==> config.mk <==
export PLATFORM = sky130hd
export DESIGN_NAME = regfile_wb_arbiter
export DESIGN_NICKNAME = d
export VERILOG_FILES = /design/src/rtl/regfile_wb_arbiter.sv
export SDC_FILE = /design/constraint.sdc
export NUM_CORES = 1
export LEC_CHECK = 0
export ABC_AREA = 1
export CORE_UTILIZATION = 40
export DETAILED_ROUTE_END_ITERATION = 6
export PLACE_DENSITY = 0.91
export SYNTH_ARGS = -nofsm -noshare
export SYNTH_HDL_FRONTEND = slang
export SYNTH_SLANG_ARGS = --single-unit
==> constraint.sdc <==
create_clock -name clk -period 1.5 [get_ports clk]
set_input_delay 0.15 -clock clk [delete_from_list [all_inputs] [get_ports clk]]
set_output_delay 0.15 -clock clk [all_outputs]
set_load 0.02 [all_outputs]
==> src/rtl/regfile_wb_arbiter.sv <==
// Write-back arbiter sharing the single regfile write port between the ALU (ch0) and LSU (ch1).
// Round-robin under contention, one registered output stage, pending-write mask for decode hazards.
module regfile_wb_arbiter #(
  parameter int XLEN = 32,
  parameter int NREG = 32
) (
  input  logic                    clk,
  input  logic                    rst_n,
  input  logic                    hold,
  input  logic                    valid0,
  input  logic [$clog2(NREG)-1:0] addr0,
  input  logic [XLEN-1:0]         data0,
  output logic                    ready0,
  input  logic                    valid1,
  input  logic [$clog2(NREG)-1:0] addr1,
  input  logic [XLEN-1:0]         data1,
  output logic                    ready1,
  output logic                    rf_we,
  output logic [$clog2(NREG)-1:0] rf_waddr,
  output logic [XLEN-1:0]         rf_wdata,
  output logic [NREG-1:0]         pending_mask,
  output logic                    grant_ptr
);

  localparam int AW = $clog2(NREG);
  localparam logic [NREG-1:0] ONE = {{(NREG-1){1'b0}}, 1'b1};

  logic            fire0;
  logic            fire1;
  logic            contend;
  logic [AW-1:0]   win_addr;
  logic [XLEN-1:0] win_data;

  // Under contention only the channel named by grant_ptr is offered ready.
  always_comb begin
    ready0 = ~hold & valid0 & (~valid1 | ~grant_ptr);
    ready1 = ~hold & valid1 & (~valid0 | grant_ptr);
  end

  assign fire0   = valid0 & ready0;
  assign fire1   = valid1 & ready1;
  assign contend = valid0 & valid1 & (fire0 | fire1);

  always_comb begin
    win_addr = addr0;
    win_data = data0;
    if (fire1) begin
      win_addr = addr1;
      win_data = data1;
    end
  end

  always_ff @(posedge clk or negedge rst_n) begin
    if (!rst_n) begin
      rf_we        <= 1'b0;
      rf_waddr     <= '0;
      rf_wdata     <= '0;
      pending_mask <= '0;
      grant_ptr    <= 1'b0;
    end else begin
      if (fire0 | fire1) begin
        rf_waddr     <= win_addr;
        rf_wdata     <= win_data;
        // x0 writes complete the handshake but never reach the regfile.
        rf_we        <= (win_addr != '0);
        pending_mask <= (win_addr != '0) ? (ONE << win_addr) : '0;
      end else begin
        rf_we        <= 1'b0;
        pending_mask <= '0;
      end
      if (contend) grant_ptr <= ~grant_ptr;
    end
  end

endmodule

[Yosys cells after proc, flatten, opt, wreduce, memory -nomap -nowiden]
Cells that the tools add are included.
Word-level totals
  register bits: 71
  bits of input ports: 79
  output and inout port bits: 73
  logic and storage cells: 27
Cells by class
  shifts and indexed selects: 1
  muxes and demuxes: 5
  bitwise logic cells: 15
  reduce and logical (&&, ||, !) cells: 1
Operators by type and width (number)
  2-to-1 mux 32 bit: 3
  left shift 1 x 5 -> 32 bit, first input constant: 1
  bitwise AND 1 bit: 8
  2-to-1 mux 5 bit: 1
  nonzero test 5 bit: 1
  inverter 1 bit: 4
  OR 1 bit: 3
  2-to-1 mux 1 bit: 1

[Longest topological paths before layout]
Gate-level depths: netlist of run 1.
  word-level depth: 8
  depth in mapped cells: 10
  gate-level depth less buffers: 9

[Worst setup path after synthesis of run 1]
No wires, ideal clock.
  kind: reg2reg
  start: reg grant_ptr
  end: reg pending_mask[25]
  setup time: 0.071 ns
  arrival time: 1.440 ns
  data required time: 1.429 ns
  slack: -0.010 ns
  stages on the path, launching flop included: 10
  buffers on the path: 2
  clock period less this slack: 1.510 ns
  path through: dfrtp_1 -> inv_1 -> nand2_2 -> nand2_4 -> nand2_2 -> o21ai_2 -> or2_1 -> buf_6 -> buf_8 -> nor2_2
Between the ends
  word-level cells in the longest chain between the ends: 7
  elaborated cells between the ends (all ways): 13
  those cells by class: shift (1); mux (3); bitwise (8); reduce/logical (1)
RTL lines
  from (decl): line 22  | output logic grant_ptr
  from (signal assigned): line 71  | if (contend) grant_ptr <= ~grant_ptr;
  OR 1 bit: line 37  | ready1 = ~hold & valid1 & (~valid0 | grant_ptr);
  bitwise AND 1 bit: line 37
  bitwise AND 1 bit: line 41  | assign fire1 = valid1 & ready1;
  2-to-1 mux 5 bit: line 47  | if (fire1) begin
  nonzero test 5 bit / left shift 1 x 5 -> 32 bit (equally long branches): line 66  | pending_mask <= (win_addr != '0) ? (ONE << win_addr) : '0;
  2-to-1 mux 32 bit: line 66
  2-to-1 mux 32 bit (*): line 61  | if (fire0 | fire1) begin
  to (signal assigned): line 66
  to (decl): line 21  | output logic [NREG-1:0] pending_mask,
Mark *: on every way between the ends. The rest lies on a longest branch, timed or not.
A chain may end at the register's enable or synchronous reset.

[Worst setup path after layout of run 1]
  start: reg rf_wdata[0]
  end: out rf_wdata[0]
RTL lines
  from (decl): line 20  | output logic [XLEN-1:0] rf_wdata,
  from (signal assigned): line 63  | rf_wdata <= win_data;
No word-level cell between the ends.

==> metrics.yaml, run 1 <==
start_util_pct: 42.4
critPathBufInv: 1
leakage_nw: 2.38
grt.overflow.total: 0
wire_per_inst_um: 14.3
cts_sinks: 71
dieHeight_um: 88.0
hold_ws_ns: 0.320
clk_pin_slew_ns: 0.08
power_mw: 5.40
p_per_area_nw_per_um2: 1090
worst-setup-path-type: "register to output port"
wl_um: 8430
max_freq_mhz: 682
gp_congestion: 0.825
fin_cells: 589
ys_ff_latch: 71
worst-r2r-cell-count: 9
seqPwrFrac_pct: 41.5
netlist_area_um2: 2960
area_delta_synth_final_pct: 67.8
drv_slew: 0
highest_layer: "met4"
post-route-util_pct: 71.1
min_period_ns: 1.47
setup_viol_count_final: 0
avgSynthCellArea_um2: 9.21
core_um2: 6980
timing.final.crit_share_pct: 97.7
grt_setup_unrepaired: "yes"
final_area_um2: 4960
power_frac_comb_pct: 30.5
place_area_um2: 4700
nNetsFinal: 567
pwr-share-clk_pct: 28.0
portBuffers: 151
wl_met2_um: 4420
cp_top_family: "buffers and inverters"
syn_inst: 321
htreeDepth: 3
ys_types: 24
avgViaCountPerCell: 5.01
drtIter0Drc: 84
final_cell_mix: "clkdlybuf4s50_1 (128), nand2_1 (83), dfrtp_1 (70), nand3_1 (58), nor2_1 (32)"
dieArea_um2: 7740
drc: 0
arrival_ns: 1.32
skew_ns: 0.00746
via_count: 2953
cp_slowest_cell: "clkdlybuf4s50_1"
cp.depth: 1
crit_chain: "clkdlybuf4s50_1"
startpoint_type: "register"
synth_nets: 400
cts_tree: "built"
maxCapViolCount: 0
placementRows: 30
clock-root-buffer: "clkbuf_8"
hold_class: "input pin to register"
drive_above_1_share_pct: 12.8
grt_use_total_pct: 22.7
dp_hpwl_um: 6200
n_antenna_cell: 0
vdd_drop_max_mv: 0.645
final_common_cell: "clkdlybuf4s50_1"
antenna_found_initial: 0
outcome: "finished, final reports clean"
io_pins: 152
ant_nets: 0
netSwitchingFraction_pct: 31.3
grt_pass1_vias: 2824
power.internal_mw: 3.71
slowest_delay_ns: 0.63
ys_seq_area_share_pct: 60.1
cp-end-kind: "output port"
clockBufferDepth: 2
hold_path_depth: 4
cp_max_fo: 2
insertion_delay_ns: 0.33
numCtsBuffers: 9
yosys_warnings: 0
dieWidth_um: 88.0
finalHoldViolations: 0
switchingPower_mw: 1.69
routed-wl-met3_um: 709
grt_pass1_wl_um: 13200
placed_cells: 572
crit_required_ns: 1.35
drt_pass1_iterations: 4
drt-met1-wl_um: 3070
grt_max_degree: 72
## cells by family (layout without fill, tap and decap cells)
group | Yosys count | count (layout) | synth area share, %
simple gates | 208 | 208 | 32.4
flops | 71 | 71 | 60.1
buf+inv | 27 | 199 | 4.44
compound gates | 13 | 13 | 2.71
other cells | 1 | 1 | 0.127
xor+xnor | 1 | 1 | 0.296
## path summary, 6_finish.rpt
path                            slack, ns                          to                     from
worst max-delay path                 0.03                 rf_wdata[0]  rf_wdata[0]$_DFFE_PN0P_
worst min-delay path                 0.32       grant_ptr$_DFFE_PN0P_                   valid1
worst max register to register       0.09  pending_mask[27]$_DFF_PN0_    grant_ptr$_DFFE_PN0P_
worst min register to register       0.49     rf_waddr[4]$_DFFE_PN0P_  rf_waddr[4]$_DFFE_PN0P_
max in group asynchronous            0.82       grant_ptr$_DFFE_PN0P_                    rst_n
min in group asynchronous            0.36  pending_mask[19]$_DFF_PN0_                    rst_n
## what timing repair did
action,in CTS,in global routing
hold buffers,1,0
pin swaps,0,3
buffers inserted,0,0
resized for setup,10,24
hold endpoints to repair,71,0
endpoints found under the setup margin,6,47
## sequential cells by signal, summed over array words and instances (netlist names)
signal and flops:
rf_waddr 5, rf_wdata 32, rf_we 1, pending_mask 32, grant_ptr 1
## cell type report
type	instances	area, µm²
clock buffer	11	141
clock inverter	5	57.6
fill	546	2020
inverter	10	40.0
multi-input combinational	223	1060
sequential	71	1780
tap	96	120
timing repair buffer	173	1770
## Yosys cell counts (all sizes together)
cell type | instances | share of area, %
a21oi | 1 | 0.17
a31oi | 6 | 1.3
inv | 10 | 1.3
o21ai | 6 | 1.3
xor2 | 1 | 0.30
conb | 1 | 0.13
nand4 | 12 | 2.5
clkbuf | 5 | 0.63
or2 | 1 | 0.21
nand3b | 3 | 0.76
buf | 12 | 2.5
dfrtp | 71 | 60
nand3 | 59 | 10
nand2 | 92 | 12
nor2 | 41 | 6.4
## routing by layer
layer / vias to the layer above / track usage, %
met5: - / 0
met4: 0 / 10.1
met3: 21 / 6.41
met2: 165 / 40.0
met1: 1382 / 25.7
li1: 1385 / -
## through the flow
step | TNS, ns | setup WS [ns]
floorplan | 0 | 0.0614
global placement | -13.36 | -0.315
detailed placement | -16.40 | -0.349
CTS | 0 | 0.00487
global route | -0.0401 | -0.0254
finish | 0 | 0.0344
## tightest hold or removal path, stage by stage
cell            delay (ns)
dlymetal6s2s_1        0.17
inv_2                 0.09
nor2_1                0.13
xor2_1                0.08
## power groups by stage
stage | logic (mW) | clock network (mW) | registers (mW)
3_5_place_dp | 1.67 | 0 | 2.28
2_1_floorplan | 0.468 | 0 | 2.54
6_report | 1.65 | 1.51 | 2.24
4_1_cts | 1.66 | 1.55 | 2.25
5_1_grt | 1.77 | 1.63 | 2.26
3_3_place_gp | 1.63 | 0 | 2.27
No activity file was read; power rests on OpenSTA's default activity.
==> inputs of run 2 (changes only) <==
CORE_ASPECT_RATIO = 1.1   (was not set)
SKIP_CTS_REPAIR_TIMING = 1   (was not set)
==> run 2 against run 1 <==
Net effect: fmax rose by 0.37%; cell count decreased by 1.9%; first-iteration DRC count rose by 30%; critical path type unchanged; worst hold slack better by 0.0088 ns; the run now ends with DRC left; combinational power hardly changed.
==> metrics.yaml, run 2 (synthesis gave the netlist of run 1 again) <==
htreeDepth: 3  # unchanged
cp_top_family: "buffers and inverters"
gp_congestion: 0.914  # +11%
nNetsFinal: 568  # +0.18%
crit_required_ns: 1.35  # about the same
startpoint_type: "register"
worst-setup-path-type: "register to output port"
critPathBufInv: 1  # unchanged
dp_hpwl_um: 6380  # +2.8%
crit_chain: "clkdlybuf4s50_1"
max_freq_mhz: 685  # +0.37%
cp_slowest_cell: "clkdlybuf4s50_1"
hold_class: "input pin to register"
grt_pass1_vias: 2960  # +4.8%
post-route-util_pct: 69.4  # -1.7 points
insertion_delay_ns: 0.33  # about the same
portBuffers: 151  # unchanged
placed_cells: 561  # -1.9%
grt_use_total_pct: 22.7  # about the same
p_per_area_nw_per_um2: 1060  # -2.8%
ant_nets: 0  # unchanged
dieArea_um2: 7740  # about the same
avgViaCountPerCell: 5.06  # +0.83%
drtIter0Drc: 109  # +30%
vdd_drop_max_mv: 0.663  # +2.9%
wl_um: 8450  # +0.25%
post-place-ws_ns: -0.416  # -0.0670 ns
timing.final.crit_share_pct: 97.3  # -0.36 points
skew_ns: 0.00912  # +0.00167 ns
leakage_nw: 2.35  # -1.0%
clock-root-buffer: "clkbuf_8"
grt_pass1_wl_um: 13600  # +2.8%
core_um2: 7090  # +1.5%
antenna_found_initial: 0  # unchanged
cp_max_fo: 2  # unchanged
final_common_cell: "clkdlybuf4s50_1"
via_count: 2922  # -1.0%
violations: "DRC"
reg.largest.list: "pending_mask (32), rf_wdata (32), rf_waddr (5)"
totalNegativeSetupSlack_ns: 0  # unchanged
grt.overflow.total: 0  # unchanged
worst_slack_ns: 0.0398  # +0.00542 ns
area_delta_synth_final_pct: 66.2
wire_per_inst_um: 14.6  # +2.2%
outcome: "finished with violations"
dieHeight_um: 92.2  # +4.8%
final_cell_mix: "clkdlybuf4s50_1 (134), nand2_1 (83), dfrtp_1 (70), nand3_1 (58), nor2_1 (32)"
arrival_ns: 1.31  # about the same
clockBufferDepth: 2  # unchanged
fin_cells: 578  # -1.9%
min_period_ns: 1.46  # -0.00542 ns
finalHoldViolations: 0  # unchanged
maxCapViolCount: 0  # unchanged
start_util_pct: 41.7  # -0.63 points
drc: 18  # +18
slowest_delay_ns: 0.61  # -0.02 ns
numCtsBuffers: 9  # unchanged
drv_slew: 0  # unchanged
placementRows: 32  # +6.7%
grt_max_degree: 72  # unchanged
clk_pin_slew_ns: 0.07  # about the same
cp-end-kind: "output port"
n_antenna_cell: 0  # unchanged
drive_above_1_share_pct: 12.2  # -0.61 points
setup_viol_count_final: 0  # unchanged
cts_sinks: 71  # unchanged
final_area_um2: 4920  # -0.93%
drt_pass1_iterations: 7  # +3
dieWidth_um: 84.0  # -4.5%
cts_tree: "built"
io_pins: 152  # unchanged
place_area_um2: 4670  # -0.56%
## run 2: cell count changes in the layout (fill, tap and decap cells not counted), sizes merged
cell / before / now
clkdlybuf4s15: 1 / 0
clkinvlp: 3 / 2
dlygate4sd2: 3 / 0
dlymetal6s2s: 17 / 16
bufinv: 1 / 0
clkbuf: 11 / 12
clkdlybuf4s50: 128 / 134
## run 2: layout make-up
class | instances | area (µm²)
sequential | 71 | 1780
tap | 85 | 106
fill | 555 | 2170
inverter | 10 | 40.0
clock buffer | 12 | 145
clock inverter | 3 | 20.0
timing repair buffer | 174 | 1770
multi-input combinational | 223 | 1060
## run 2: metrics by stage
stage                     hold slack, ns  power [mW]
after floorplan                   -0.146        3.01
after global placement             0.197        3.88
after detailed placement           0.208        3.94
after CTS                         -0.154        5.25
after global routing               0.336        5.48
final                              0.329        5.20
## run 2: path summary, 6_finish.rpt
path	slack (ns)	cells past startpoint	start	end
setup / recovery	0.04	1	rf_waddr[0]$_DFFE_PN0P_	rf_waddr[0]
hold / removal	0.33	4	valid1	grant_ptr$_DFFE_PN0P_
setup reg to reg	0.08	8	grant_ptr$_DFFE_PN0P_	pending_mask[14]$_DFF_PN0_
hold reg to reg	0.49	2	rf_wdata[20]$_DFFE_PN0P_	rf_wdata[20]$_DFFE_PN0P_
max in group asynchronous	0.83	3	rst_n	grant_ptr$_DFFE_PN0P_
min in group asynchronous	0.38	3	rst_n	pending_mask[19]$_DFF_PN0_
## run 2: layer usage
metal  GRT usage, %  up-vias  part of all wire, %
met5              0        -                    0
met1           23.7     1381                   36
met3           5.31       20                  7.5
li1               -     1384                    -
met2           42.2      137                   54
met4           11.9        0                  2.8
## run 2: power by group
part | internal [mW] | switching (mW)
registers | 2.13 | 0.117
clock network | 0.635 | 0.661
logic | 0.788 | 0.873
total | 3.55 | 1.65
==> inputs of run 3 (changes only) <==
CORE_UTILIZATION = 43   (was 40)
PLACE_DENSITY = 0.87   (was 0.91)
clock period = 1.7 ns   (was 1.5 ns; I/O delays follow)
==> run 3 against run 2 <==
Net effect: the run now ends clean; first-iteration DRC count shrank 6.4%; combinational power shrank 13%; clock skew shrank 0.0025 ns; cell count shrank 0.52%; register-to-register slack gained 0.05 ns; die area shrank 6.8%; count of clock-buffer cells in the layout is the same; sequential power shrank 12%; worst hold slack lost 0.020 ns; cell area shrank 1.2%.
==> metrics.yaml, run 3 (synthesis gave the netlist of run 1 again) <==
gp_congestion: 0.768  # -16%
wl_um: 8110  # -4.1%
worst-setup-path-type: "register to register"
dp_hpwl_um: 6220  # -2.4%
worst_slack_ns: 0.132  # +0.0922 ns
drive_above_1_share_pct: 11.0  # -1.2 points
ant_nets: 0  # unchanged
antenna_found_initial: 0  # unchanged
wire_per_inst_um: 14.1  # -3.6%
maxCapViolCount: 0  # unchanged
io_pins: 152  # unchanged
via_count: 2846  # -2.6%
grt_max_degree: 44  # -39%
outcome: "finished, final reports clean"
finalHoldViolations: 0  # unchanged
regArea_um2: 1780  # about the same
cts_tree: "built"
final_cell_mix: "clkdlybuf4s50_1 (148), nand2_1 (85), dfrtp_1 (71), nand3_1 (59), nor2_1 (32)"
placementRows: 31  # -3.1%
clockBufferDepth: 2  # unchanged
slowest_delay_ns: 0.42  # -0.19 ns
startpoint_type: "register"
setup_viol_count_final: 0  # unchanged
vdd_drop_max_mv: 0.456  # -31%
leakage_nw: 2.22  # -5.8%
clock-root-buffer: "clkbuf_8"
crit_chain: "inv_1 -> nand2_2 -> nand2_4 -> buf_4 -> o21ai_2 -> or2_1 -> buf_12 -> nor2_1"
drv_slew: 0  # unchanged
cp_max_fo: 18  # +16
multiInputGateArea_um2: 1050  # -0.94%
timing.final.crit_share_pct: 92.2
nNetsFinal: 567  # -0.18%
min_period_ns: 1.57
reg.largest.list: "pending_mask (32), rf_wdata (32), rf_waddr (5)"
drt_pass1_iterations: 4  # -3
clk_pin_slew_ns: 0.07  # about the same
crit_required_ns: 1.95  # +0.60 ns
numCtsBuffers: 9  # unchanged
cp_slowest_cell: "dfrtp_1"
grt_setup_unrepaired: "no"
avgViaCountPerCell: 4.95  # -2.1%
dieHeight_um: 89.0  # -3.5%
dieWidth_um: 81.1  # -3.5%
final_common_cell: "clkdlybuf4s50_1"
insertion_delay_ns: 0.33  # about the same
cts_sinks: 71  # unchanged
hold_class: "input pin to async pin"
post-place-ws_ns: -0.143  # +0.273 ns
portBuffers: 151  # unchanged
grt_pass1_vias: 2806  # -5.2%
hold_ws_ns: 0.309  # -0.0204 ns
dieArea_um2: 7210  # -6.8%
core_um2: 6630  # -6.4%
totalNegativeSetupSlack_ns: 0  # unchanged
max_freq_mhz: 638
num-fill-cells: 479  # -14%
htreeDepth: 3  # unchanged
arrival_ns: 1.82  # +0.51 ns
skew_ns: 0.00659  # -0.00253 ns
start_util_pct: 44.6  # +2.9 points
drc: 0  # -18
area_delta_synth_final_pct: 64.2
p_per_area_nw_per_um2: 934  # -12%
drtIter0Drc: 102  # -6.4%
cp-end-kind: "register"
grt.overflow.total: 0  # unchanged
worst-r2r-cell-count: 8  # unchanged
n_antenna_cell: 0  # unchanged
grt_use_total_pct: 23.8  # +1.1 points
grt_pass1_wl_um: 12900  # -4.9%
-- run 3: routing by layer --
layer / up-vias / global-route usage [%] / routed length, µm / share of wire [%]
met5: - / 0 / 0 / 0
met4: 0 / 10.2 / 121 / 1.5
met3: 10 / 6.02 / 466 / 5.7
met2: 104 / 43.2 / 4400 / 54
met1: 1351 / 26.4 / 3120 / 38
li1: 1381 / - / - / -
-- run 3: where the power goes --
part | switching, mW | internal, mW | leakage, nW | total, mW
Combinational | 0.747 | 0.695 | 1.23 | 1.44
Sequential | 0.107 | 1.88 | 0.905 | 1.98
Clock | 0.587 | 0.524 | 0.0801 | 1.11
-- run 3: path summary, 6_finish.rpt --
| path | startpoint | end | slack (ns) |
|---|---|---|---|
| min in group clk | data1[25] | rf_wdata[25]$_DFFE_PN0P_ | 0.39 |
| max in group asynchronous | rst_n | rf_wdata[27]$_DFFE_PN0P_ | 0.84 |
| worst max-delay path | grant_ptr$_DFFE_PN0P_ | pending_mask[23]$_DFF_PN0_ | 0.13 |
| worst max register to register | grant_ptr$_DFFE_PN0P_ | pending_mask[23]$_DFF_PN0_ | 0.13 |
| worst min register to register | rf_waddr[3]$_DFFE_PN0P_ | rf_waddr[3]$_DFFE_PN0P_ | 0.49 |
| worst min-delay path | rst_n | pending_mask[4]$_DFF_PN0_ | 0.31 |
-- run 3: stage by stage --
stage	cell area, µm²	cells	utilization (%)	power (mW)
after floorplan	2960	321	-	2.66
after global placement	4680	558	70.6	3.42
after detailed placement	4680	558	70.6	3.46
after CTS	4840	574	73.0	4.58
after global routing	4860	575	73.2	4.79
final	4860	575	73.2	4.54
-- run 3: critical path: cells and delay by family, from the launching register on --
kind | cells | cell delay [ns]
AND/OR/NAND/NOR | 4 | 0.55
buffers and inverters | 3 | 0.45
flip-flops | 1 | 0.42
AO/OA/AOI/OAI | 1 | 0.07
-- run 3: area by class of cell --
type / instances / area share [%]
Sequential cell: 71 / 36.6
Timing Repair Buffer: 173 / 35.7
Multi-Input combinational cell: 223 / 21.6
Clock buffer: 12 / 2.78
Tap cell: 82 / 2.11
Inverter: 10 / 0.773
Clock inverter: 4 / 0.464
